==> src/rtl/vi_frame_gate.sv <==
// rtl/vi_frame_gate.sv - video frame geometry lock and whole-frame RGB565 gate
//
// Measures active pixels per line and active lines per frame of the incoming
// DVI stream. Lock is declared after a run of identical, consistent frames.
// While locked and enabled, whole frames are forwarded, packed to RGB565.
//
// Optional build macro: VI_DITHER_EN adds 2x2 ordered dither before truncation.
//
// Ports:
//   clk, rst_n        pixel clock, asynchronous active-low reset
//   enable            forwarding request, sampled at frame start only
//   in_vs, in_de      sync inputs (in_vs polarity set by VS_POL)
//   in_r, in_g, in_b  8-bit colour channels
//   out_vs, out_de    active-high vsync and gated data enable, 1-cycle latency
//   out_data          RGB565 pixel, zero when out_de is low
//   h_active          pixels per line of the last completed frame
//   v_active          lines of the last completed frame
//   locked            geometry stable
//   gate_open         the current frame is being forwarded
module vi_frame_gate #(
  parameter bit VS_POL      = 1'b1,
  parameter int LOCK_FRAMES = 3,
  parameter int CNT_W       = 12
) (
  input  logic             clk,
  input  logic             rst_n,
  input  logic             enable,
  input  logic             in_vs,
  input  logic             in_de,
  input  logic [7:0]       in_r,
  input  logic [7:0]       in_g,
  input  logic [7:0]       in_b,
  output logic             out_vs,
  output logic             out_de,
  output logic [15:0]      out_data,
  output logic [CNT_W-1:0] h_active,
  output logic [CNT_W-1:0] v_active,
  output logic             locked,
  output logic             gate_open
);

  typedef enum logic [1:0] {
    HUNT    = 2'd0,
    MEASURE = 2'd1,
    LOCK    = 2'd2
  } state_t;

  localparam logic [CNT_W-1:0] CNT_MAX     = '1;
  localparam logic [CNT_W-1:0] CNT_ONE     = {{(CNT_W-1){1'b0}}, 1'b1};
  localparam logic [3:0]       LOCK_TARGET = 4'(LOCK_FRAMES - 1);

  state_t           state, state_nxt;
  logic [3:0]       match_cnt, match_nxt;

  logic             vs_q, vs_qq, de_q;
  logic             fs, le;
  logic [CNT_W-1:0] px, ln, line_len;
  logic             bad_frame;
  logic [CNT_W-1:0] ln_b, len_b;
  logic             bad_b;
  logic             frame_ok, geo_same;

  logic [7:0]       r_d, g_d, b_d;
  logic [15:0]      pix565;
  logic             fwd;
  logic             unused_rgb;

  // Frame start is the rising edge of the registered, normalised vsync; it is
  // therefore one cycle behind in_vs, in step with the 1-cycle output pipe.
  assign fs = vs_q & ~vs_qq;
  assign le = de_q & ~in_de;

  // Frame-start bookkeeping happens before any line-end in the same cycle, so
  // these are the per-frame accumulators as the line-end logic should see them.
  always_comb begin
    ln_b  = ln;
    len_b = line_len;
    bad_b = bad_frame;
    if (fs) begin
      ln_b  = '0;
      len_b = '0;
      bad_b = 1'b0;
    end
  end

  assign frame_ok = !bad_frame && (ln != '0) && (line_len != '0);
  // h_active/v_active still hold the previous frame's geometry at this FS.
  assign geo_same = (line_len == h_active) && (ln == v_active);

  always_ff @(posedge clk or negedge rst_n) begin
    if (!rst_n) begin
      vs_q      <= 1'b0;
      vs_qq     <= 1'b0;
      de_q      <= 1'b0;
      px        <= '0;
      ln        <= '0;
      line_len  <= '0;
      bad_frame <= 1'b0;
      h_active  <= '0;
      v_active  <= '0;
    end else begin
      vs_q  <= VS_POL ? in_vs : ~in_vs;
      vs_qq <= vs_q;
      de_q  <= in_de;

      if (le) begin
        px <= '0;
      end else if (in_de && (px != CNT_MAX)) begin
        px <= px + CNT_ONE;
      end

      if (fs) begin
        h_active <= line_len;
        v_active <= ln;
      end

      ln        <= ln_b;
      line_len  <= len_b;
      bad_frame <= bad_b;
      if (le) begin
        // The first line of a frame sets the reference length.
        if (ln_b == '0) begin
          line_len <= px;
        end else if (px != len_b) begin
          bad_frame <= 1'b1;
        end
        if (ln_b != CNT_MAX) begin
          ln <= ln_b + CNT_ONE;
        end
      end
    end
  end

  always_comb begin
    state_nxt = state;
    match_nxt = match_cnt;
    if (fs) begin
      case (state)
        HUNT: begin
          state_nxt = MEASURE;
          match_nxt = 4'd0;
        end
        MEASURE: begin
          if (frame_ok && geo_same) begin
            match_nxt = match_cnt + 4'd1;
          end else begin
            match_nxt = 4'd0;
          end
          if (frame_ok && (match_nxt >= LOCK_TARGET)) begin
            state_nxt = LOCK;
          end
        end
        LOCK: begin
          if (!frame_ok || !geo_same) begin
            state_nxt = MEASURE;
            match_nxt = 4'd0;
          end
        end
        default: begin
          state_nxt = HUNT;
          match_nxt = 4'd0;
        end
      endcase
    end
  end

  always_ff @(posedge clk or negedge rst_n) begin
    if (!rst_n) begin
      state     <= HUNT;
      match_cnt <= 4'd0;
      gate_open <= 1'b0;
    end else begin
      state     <= state_nxt;
      match_cnt <= match_nxt;
      // The gate only moves at frame boundaries, so frames are never cut.
      if (fs) begin
        gate_open <= (state_nxt == LOCK) && enable;
      end
    end
  end

  assign locked = (state == LOCK);

`ifdef VI_DITHER_EN
  logic [1:0] dith_idx;
  logic [2:0] rb_bias, g_bias;

  function automatic logic [7:0] sat_add(input logic [7:0] c, input logic [2:0] bias);
    logic [8:0] s;
    s = {1'b0, c} + {6'b0, bias};
    return s[8] ? 8'hFF : s[7:0];
  endfunction

  assign dith_idx = {ln_b[0], px[0]};

  always_comb begin
    rb_bias = 3'd0;
    g_bias  = 3'd0;
    case (dith_idx)
      2'd0: begin rb_bias = 3'd0; g_bias = 3'd0; end
      2'd1: begin rb_bias = 3'd4; g_bias = 3'd2; end
      2'd2: begin rb_bias = 3'd6; g_bias = 3'd3; end
      default: begin rb_bias = 3'd2; g_bias = 3'd1; end
    endcase
  end

  assign r_d = sat_add(in_r, rb_bias);
  assign g_d = sat_add(in_g, g_bias);
  assign b_d = sat_add(in_b, rb_bias);
`else
  assign r_d = in_r;
  assign g_d = in_g;
  assign b_d = in_b;
`endif

  // Low channel bits fall away in plain truncation.
  assign unused_rgb = ^{r_d[2:0], g_d[1:0], b_d[2:0]};

  assign pix565 = {r_d[7:3], g_d[7:2], b_d[7:3]};
  assign fwd    = in_de & gate_open;
  assign out_vs = vs_q;

  always_ff @(posedge clk or negedge rst_n) begin
    if (!rst_n) begin
      out_de   <= 1'b0;
      out_data <= 16'h0000;
    end else begin
      out_de   <= fwd;
      out_data <= fwd ? pix565 : 16'h0000;
    end
  end

endmodule
==> config.mk <==
export PLATFORM = sky130hd
export DESIGN_NAME = vi_frame_gate
export DESIGN_NICKNAME = d
export VERILOG_FILES = /design/src/rtl/vi_frame_gate.sv
export SDC_FILE = /design/constraint.sdc
export NUM_CORES = 1
export LEC_CHECK = 0
export ABC_AREA = 1
export CORE_ASPECT_RATIO = 1.5
export CORE_MARGIN = 2
export CORE_UTILIZATION = 57
export CTS_CLUSTER_SIZE = 24
export DETAILED_ROUTE_END_ITERATION = 8
export PLACE_DENSITY = 0.85
export SYNTH_ARGS = -nofsm -noshare
export SYNTH_HDL_FRONTEND = slang
export SYNTH_SLANG_ARGS = --single-unit
==> constraint.sdc <==
create_clock -name clk -period 5.09 [get_ports clk]
set_clock_uncertainty 0.1 [all_clocks]
set_input_delay 1.2725 -clock clk [delete_from_list [all_inputs] [get_ports clk]]
set_output_delay 1.2725 -clock clk [all_outputs]
set_load 0.1 [all_outputs]
### After elaboration in Yosys (flattened, before gate mapping)

Index checks and enable logic that the tools add are counted.

| word-level totals | value |
|---|---|
| input bits | 29 |
| register bits | 88 |
| logic and storage cells | 71 |

| operators by class | value |
|---|---|
| eq/ne operators | 9 |
| add/subtract/negate cells | 3 |
| order comparisons | 1 |
| muxes and demuxes | 22 |
| reduce and logical (&&, ||, !) cells | 17 |
| bitwise gates (word level) | 5 |

Operator list:

| kind | count |
|---|---|
| two-way mux 12 bit | 8 |
| adder 12 x 1 -> 12 bit, second input constant | 2 |
| equality test 12 bit | 2 |
| != test 12 bit, second input constant | 2 |
| nonzero test 12 bit | 2 |
| two-way mux 16 bit | 1 |
| two-way mux 4 bit | 4 |
| logical NOT 12 bit | 1 |
| != test 12 bit | 1 |
| one-hot mux 4 bit (2 select lines) | 1 |
| logical AND 1 bit | 7 |
| two-way mux 2 bit | 3 |
| one-hot mux 2 bit (3 select lines) | 1 |
| adder 4 x 1 -> 4 bit, second input constant | 1 |
| equality test 2 bit, second input constant | 2 |
| >= comparator 4 x 2 -> 1 bit, second input constant | 1 |
| two-way mux 1 bit | 4 |
| AND 1 bit | 3 |
| logical NOT 1 bit | 3 |
| equality test 2 x 1 -> 1 bit, second input constant | 1 |
| logical NOT 2 bit | 1 |
| != test 2 x 1 -> 1 bit, second input constant | 1 |
| inverter 1 bit | 2 |
| AND reduction 2 bit | 1 |
| 2 further kinds | 2 |

### Depth between registers and ports, before layout

Gate-level depths: netlist of run 1.

| logic depth | value |
|---|---|
| word-level depth | 14 |
| depth in mapped cells | 15 |
| depth with buffers taken out | 15 |

### Least setup slack after synthesis of run 1

No wires, ideal clock.

| path | value |
|---|---|
| kind | register to output |
| start point | register state[1] |
| end point | output port locked |
| arrival time | 1.722 ns |
| cell stages (with the launch flop) | 3 |
| required time | 3.718 ns |
| slack | 1.996 ns |
| cell sequence | dfrtp_1 > inv_1 > nor2_1 |

| on the way | value |
|---|---|
| cells in the longest elaborated chain, start to end | 1 |

RTL lines:

| item | RTL line | RTL |
|---|---|---|
| start: declaration | 52 | `state_t state, state_nxt;` |
| start signal: assignment | 173 | `state <= state_nxt;` |
| equality test 2 bit | 182 | `assign locked = (state == LOCK);` |
| end: declaration | 38 | `output logic locked,` |

No other way between the ends.

### Worst setup path in the final report of run 1

Same ends and word-level chain as after synthesis.

==> results.cfg, run 1 <==
[timing]
drv_slew = 0
timing.fmax_mhz = 285
rsz0062_at_grt = no
fin_crit_sh_pct = 69.0
setup-violations-final = 0
finalHoldViolations = 0
timing.setup.tns_ns = 0
worst_slew_pin_slew_ns = 1.01
relSlewSlack_pct = 32.5
min_period_ns = 3.51

[pwr]
ir_drop_mv = 0.289
pwr-share-seq_pct = 38.4
p_leak_nw = 2.80
p_sw_share_pct = 36.0
pwr-share-comb_pct = 28.6
pwr-share-clk_pct = 33.1
p_per_area_mw_per_mm2 = 365
p_switching_mw = 0.761
internal_power_mw = 1.36

[die]
io_pins = 73
rows = 40
dieArea_mm2 = 0.00915
fp.dieH_um = 116
die_x_um = 78.8
core_mm2 = 0.00806
initial_core_util_pct = 59.3

[synth]
syn_nets = 652
syn_area_mm2 = 0.00478
synth.distinct_cells = 43
syn_avg_cell_area_um2 = 7.72
synth_top_area_share_pct = 46.1
yosys-top-cells-area = dfrtp_1, nand2_1, inv_1
synthCells = 619
yosys.area.top_type = dfrtp_1
yosys_warnings = 0
synth-seq-area-share_pct = 46.1
ys_ff_latch = 88

[setup_path]
cp_data_required_time_ns = 3.72
end_kind = output port
startpoint_type = register
cp.arrival_ns = 2.14
crit_type = reg -> out
crit_path_max_fanout = 3

[hold_path]
hp-class = reg -> reg

[place]
dp_hpwl_um = 8210
globalplace.congestion = 0.897
io_buffers = 64

[detailed_routing]
first_pass_iters = 6
ant_nets = 0
drt_iter0_drc = 224
viasPerCell = 5.24
wl_per_cell_um = 14.1
dr_total_vias = 4152
remaining_drc_errors = 0
routed_wl_um = 11200

[global_routing]
grt_pass1_wl_um = 18500
antenna_found_initial = 0
grt_max_degree = 59
grt_pass1_vias = 4054
grt-ovfl-total = 0
grt_usage_pct = 26.2

[clocking]
cts_sinks = 88
cts_resized = 0
cts_made_buffers = 9
cts_root_buf = clkbuf_16
cts_tree = done
clk_pin_slew_worst_paths_ns = 0.06
cts_max_level = 3
clockBufferDepth = 2
cts_setup_buffers = 0
clkLatencyLatePin_ns = 0.34
ctsHoldBuffers = 0

[outcome]
outcome = completed

[final_layout]
antenna_cells = 0
layout-area-overhead-vs-synth_pct = 21.3
fillers = 580
drive_above_1_share_pct = 11.6
fin_nets = 717
finish.utilization_pct = 71.9

[flow_run]
maxCapViolCount = 0
==> flip-flops by register name, indices dropped and copies added (netlist names) <==
| name | cells |
|---|---|
| out_data | 16 |
| h_active | 12 |
| line_len | 12 |
| ln | 12 |
| px | 12 |
| v_active | 12 |
| match_cnt | 4 |
| state | 2 |
| bad_frame | 1 |
| de_q | 1 |
| gate_open | 1 |
| out_de | 1 |
| out_vs | 1 |
| vs_qq | 1 |
==> cells in the mapped netlist (all sizes together) <==
master	n
a211oi	1
a21oi	9
a221oi	1
a22oi	1
a31oi	1
a41oi	1
and3b	1
buf	9
clkbuf	4
clkinv	1
dfrtp	88
ha	4
inv	105
nand2	183
nand3	13
nand3b	2
nand4	4
nor2	85
nor3	7
nor4	4
nor4b	1
o21ai	55
o22ai	5
o311ai	1
o31ai	1
o32ai	3
or2	1
xnor2	9
xor2	19
==> power by group through the flow <==
stage / Combinational [mW] / Sequential [mW] / Clock (mW)
6_report: 0.605 / 0.812 / 0.700
5_1_grt: 0.652 / 0.820 / 0.733
2_1_floorplan: 0.286 / 0.975 / 0
3_5_place_dp: 0.602 / 0.823 / 0
3_3_place_gp: 0.584 / 0.820 / 0
4_1_cts: 0.607 / 0.812 / 0.702
==> cells in the final DEF, fill, tap and decap left out, types with 3 or more instances in the layout <==
| cell type | instances |
|---|---|
| nand2_1 | 179 |
| dfrtp_1 | 88 |
| inv_1 | 80 |
| nor2_1 | 74 |
| clkdlybuf4s50_1 | 63 |
| o21ai_0 | 41 |
| inv_2 | 25 |
| xor2_1 | 19 |
| nand3_1 | 10 |
| xnor2_1 | 9 |
| clkbuf_16 | 9 |
| o21ai_2 | 8 |
| nor2_2 | 7 |
| o21ai_1 | 6 |
| a21oi_1 | 5 |
| o22ai_1 | 5 |
| nor2_4 | 4 |
| nor3_1 | 4 |
| a21oi_2 | 4 |
| nand4_1 | 4 |
| ha_1 | 4 |
| buf_4 | 4 |
| o32ai_1 | 3 |
| nor3_2 | 3 |
| nand3_2 | 3 |
| nand2_2 | 3 |
| nor4_1 | 3 |
==> layer usage <==
metal	vias to the layer above	global-route usage (%)	wire (um)
met2	110	49.3	6230
met1	1980	28.7	4230
met4	0	12.6	323
met3	28	3.79	431
met5	-	0	0
li1	2034	-	-
==> worst max-delay path, stage by stage (launching register included) <==
cell	delay, ns
dfrtp_1	0.37
inv_1	0.09
nor2_1	0.17
clkdlybuf4s50_1	1.17
==> cell families after synthesis <==
logic type | count (synthesis) | share of synthesized area (%)
adder cells (fa/ha/maj) | 4 | 1.05
XOR/XNOR | 28 | 5.13
flip-flops | 88 | 46.1
AO/OA/AOI/OAI | 79 | 10.0
AND/OR/NAND/NOR | 301 | 27.7
buffers and inverters | 119 | 10.1
==> layout make-up <==
class | count | area [um^2] | share of cell area (%)
Sequential cell | 88 | 2200 | 38.0
Multi-Input combinational cell | 412 | 2090 | 36.1
Timing Repair Buffer | 67 | 661 | 11.4
Inverter | 106 | 398 | 6.86
Clock buffer | 9 | 225 | 3.89
Tap cell | 105 | 131 | 2.27
Clock inverter | 6 | 85.1 | 1.47
==> final timing paths <==
| path | start | to | slack [ns] | depth (start not counted) |
|---|---|---|---|---|
| min | out_vs | vs_qq | 0.30 | 0 |
| max reg2reg | out_vs | line_len[2] | 2.38 | 10 |
| max | state[1] | locked | 1.58 | 3 |
| max in group asynchronous | rst_n | out_data[6] | 3.10 | 2 |
| min reg2reg | out_vs | vs_qq | 0.30 | 0 |
| min in group asynchronous | rst_n | vs_qq | 0.90 | 1 |
==> per-stage QoR <==
step	power, mW	setup WS [ns]	std cells	hold slack, ns	area [um^2]
final	2.12	1.58	793	0.298	5800
after global placement	1.40	1.81	778	0.286	5490
after global routing	2.21	1.51	793	0.327	5800
after floorplan	1.26	2.00	619	0.372	4780
after detailed placement	1.43	1.75	778	0.287	5490
after CTS	2.12	1.57	793	0.302	5800
(Power assumes the default switching activity.)
==> run 2: changes to the inputs <==
--- a/config.mk
+++ b/config.mk
@@ -8,10 +8,10 @@
 export ABC_AREA = 1
 export CORE_ASPECT_RATIO = 1.5
 export CORE_MARGIN = 2
-export CORE_UTILIZATION = 57
+export CORE_UTILIZATION = 54
 export CTS_CLUSTER_SIZE = 24
 export DETAILED_ROUTE_END_ITERATION = 8
-export PLACE_DENSITY = 0.85
+export PLACE_DENSITY = 0.81
 export SYNTH_ARGS = -nofsm -noshare
 export SYNTH_HDL_FRONTEND = slang
 export SYNTH_SLANG_ARGS = --single-unit
==> constraint.sdc (replaced) <==
create_clock -name clk -period 3.4 [get_ports clk]
set_clock_uncertainty 0.1 [all_clocks]
set_input_delay 0.85 -clock clk [delete_from_list [all_inputs] [get_ports clk]]
set_output_delay 0.85 -clock clk [all_outputs]
set_load 0.1 [all_outputs]
==> results.cfg, run 2 (same netlist as run 1, synthesis figures left out) <==
[detailed_routing]
ant_nets = 0
routed_wl_um = 11100
dr_total_vias = 4157
remaining_drc_errors = 0
viasPerCell = 5.20
drt_iter0_drc = 226
wl_per_cell_um = 13.8
first_pass_iters = 5

[die]
io_pins = 73
core_mm2 = 0.00872
die_x_um = 80.8
dieArea_mm2 = 0.00963
fp.dieH_um = 119
rows = 42
initial_core_util_pct = 54.8

[global_routing]
grt-ovfl-total = 0
grt_pass1_wl_um = 18700
grt_pass1_vias = 4209
grt_usage_pct = 24.9
grt_max_degree = 51
antenna_found_initial = 0

[clocking]
cts_made_buffers = 9
cts_tree = done
cts_max_level = 3
cts_setup_buffers = 0
cts_root_buf = clkbuf_16
cts_sinks = 88
clockBufferDepth = 2
clk_pin_slew_worst_paths_ns = 0.06
clkLatencyLatePin_ns = 0.34
ctsHoldBuffers = 0
cts_resized = 0

[setup_path]
end_kind = register
cp_data_required_time_ns = 3.51
startpoint_type = register
crit_path_max_fanout = 24
cp.arrival_ns = 2.76
crit_type = reg -> reg
r2r_cells = 9

[pwr]
pwr-share-clk_pct = 32.7
pwr-share-comb_pct = 28.3
internal_power_mw = 1.96
ir_drop_mv = 0.376
p_sw_share_pct = 37.0
p_leak_nw = 2.90
p_switching_mw = 1.15
p_per_area_mw_per_mm2 = 547
pwr-share-seq_pct = 39.0

[place]
globalplace.congestion = 0.916
place_area_mm2 = 0.00540
dp_slack_ns = 0.522
dp_hpwl_um = 8290
io_buffers = 64

[timing]
fin_ws_ns = 0.747
drv_slew = 0
relSlewSlack_pct = 55.1
min_period_ns = 2.65
rsz0062_at_grt = no
setup-violations-final = 0
fin_crit_sh_pct = 78.0
timing.setup.tns_ns = 0
worst_slew_pin_slew_ns = 0.673
timing.fmax_mhz = 377
finalHoldViolations = 0

[final_layout]
regMostFlops = out_data
largest_reg_flops = 16
drive_above_1_share_pct = 18.1
layout-area-overhead-vs-synth_pct = 19.4
antenna_cells = 0
final_common_cell = nand2_1
layout_common_cells = nand2_1, dfrtp_1, inv_1, nor2_1, buf_4
fin_nets = 717
finish.utilization_pct = 65.4
fin_area_mm2 = 0.00570

[hold_path]
hp-class = reg -> reg
hold_path_depth = 0

[flow_run]
maxCapViolCount = 0

[outcome]
outcome = completed
==> run 2: per-layer routing <==
metal	track usage, %	wire, um	vias to the layer above
met5	0	0	-
met4	10.5	260	0
met3	3.64	411	27
met2	46.5	6240	115
met1	27.0	4150	1982
li1	-	-	2033
==> run 2: power groups by stage <==
stage | logic, mW | clock network [mW] | registers [mW]
after floorplan | 0.429 | 0 | 1.46
after global placement | 0.866 | 0 | 1.23
after detailed placement | 0.886 | 0 | 1.24
after CTS | 0.891 | 1.04 | 1.22
after global routing | 0.966 | 1.08 | 1.23
final | 0.883 | 1.02 | 1.22
==> run 2: layout make-up <==
class | instances | area [um^2]
tap | 110 | 138
sequential | 88 | 2200
timing repair buffer | 67 | 563
clock buffer | 9 | 225
multi-input combinational | 412 | 2090
inverter | 106 | 398
fill | 765 | 3020
clock inverter | 7 | 82.6
==> run 2: critical path, cell delays in order (launching register included) <==
cell	delay (ns)
dfrtp_1	0.36
inv_1	0.07
nor2_4	0.32
inv_2	0.22
nand2_1	0.21
nand2_2	0.10
nor4b_4	0.29
nand3_2	0.51
nor2_1	0.28
a21oi_2	0.04
==> run 2: worst paths after layout <==
path / endpoint / from / slack [ns]
max: line_len[2] / out_vs / 0.75
min in group asynchronous: v_active[3] / rst_n / 0.45
max reg2reg: line_len[2] / out_vs / 0.75
max in group asynchronous: line_len[7] / rst_n / 2.11
min: vs_qq / out_vs / 0.31
min reg2reg: vs_qq / out_vs / 0.31
==> run 2: through the flow <==
stage / hold slack [ns] / cells / power (mW)
5_1_grt: 0.339 / 799 / 3.28
3_3_place_gp: 0.286 / 783 / 2.10
3_5_place_dp: 0.293 / 783 / 2.12
2_1_floorplan: 0.372 / 619 / 1.89
4_1_cts: 0.309 / 799 / 3.15
6_report: 0.307 / 799 / 3.12
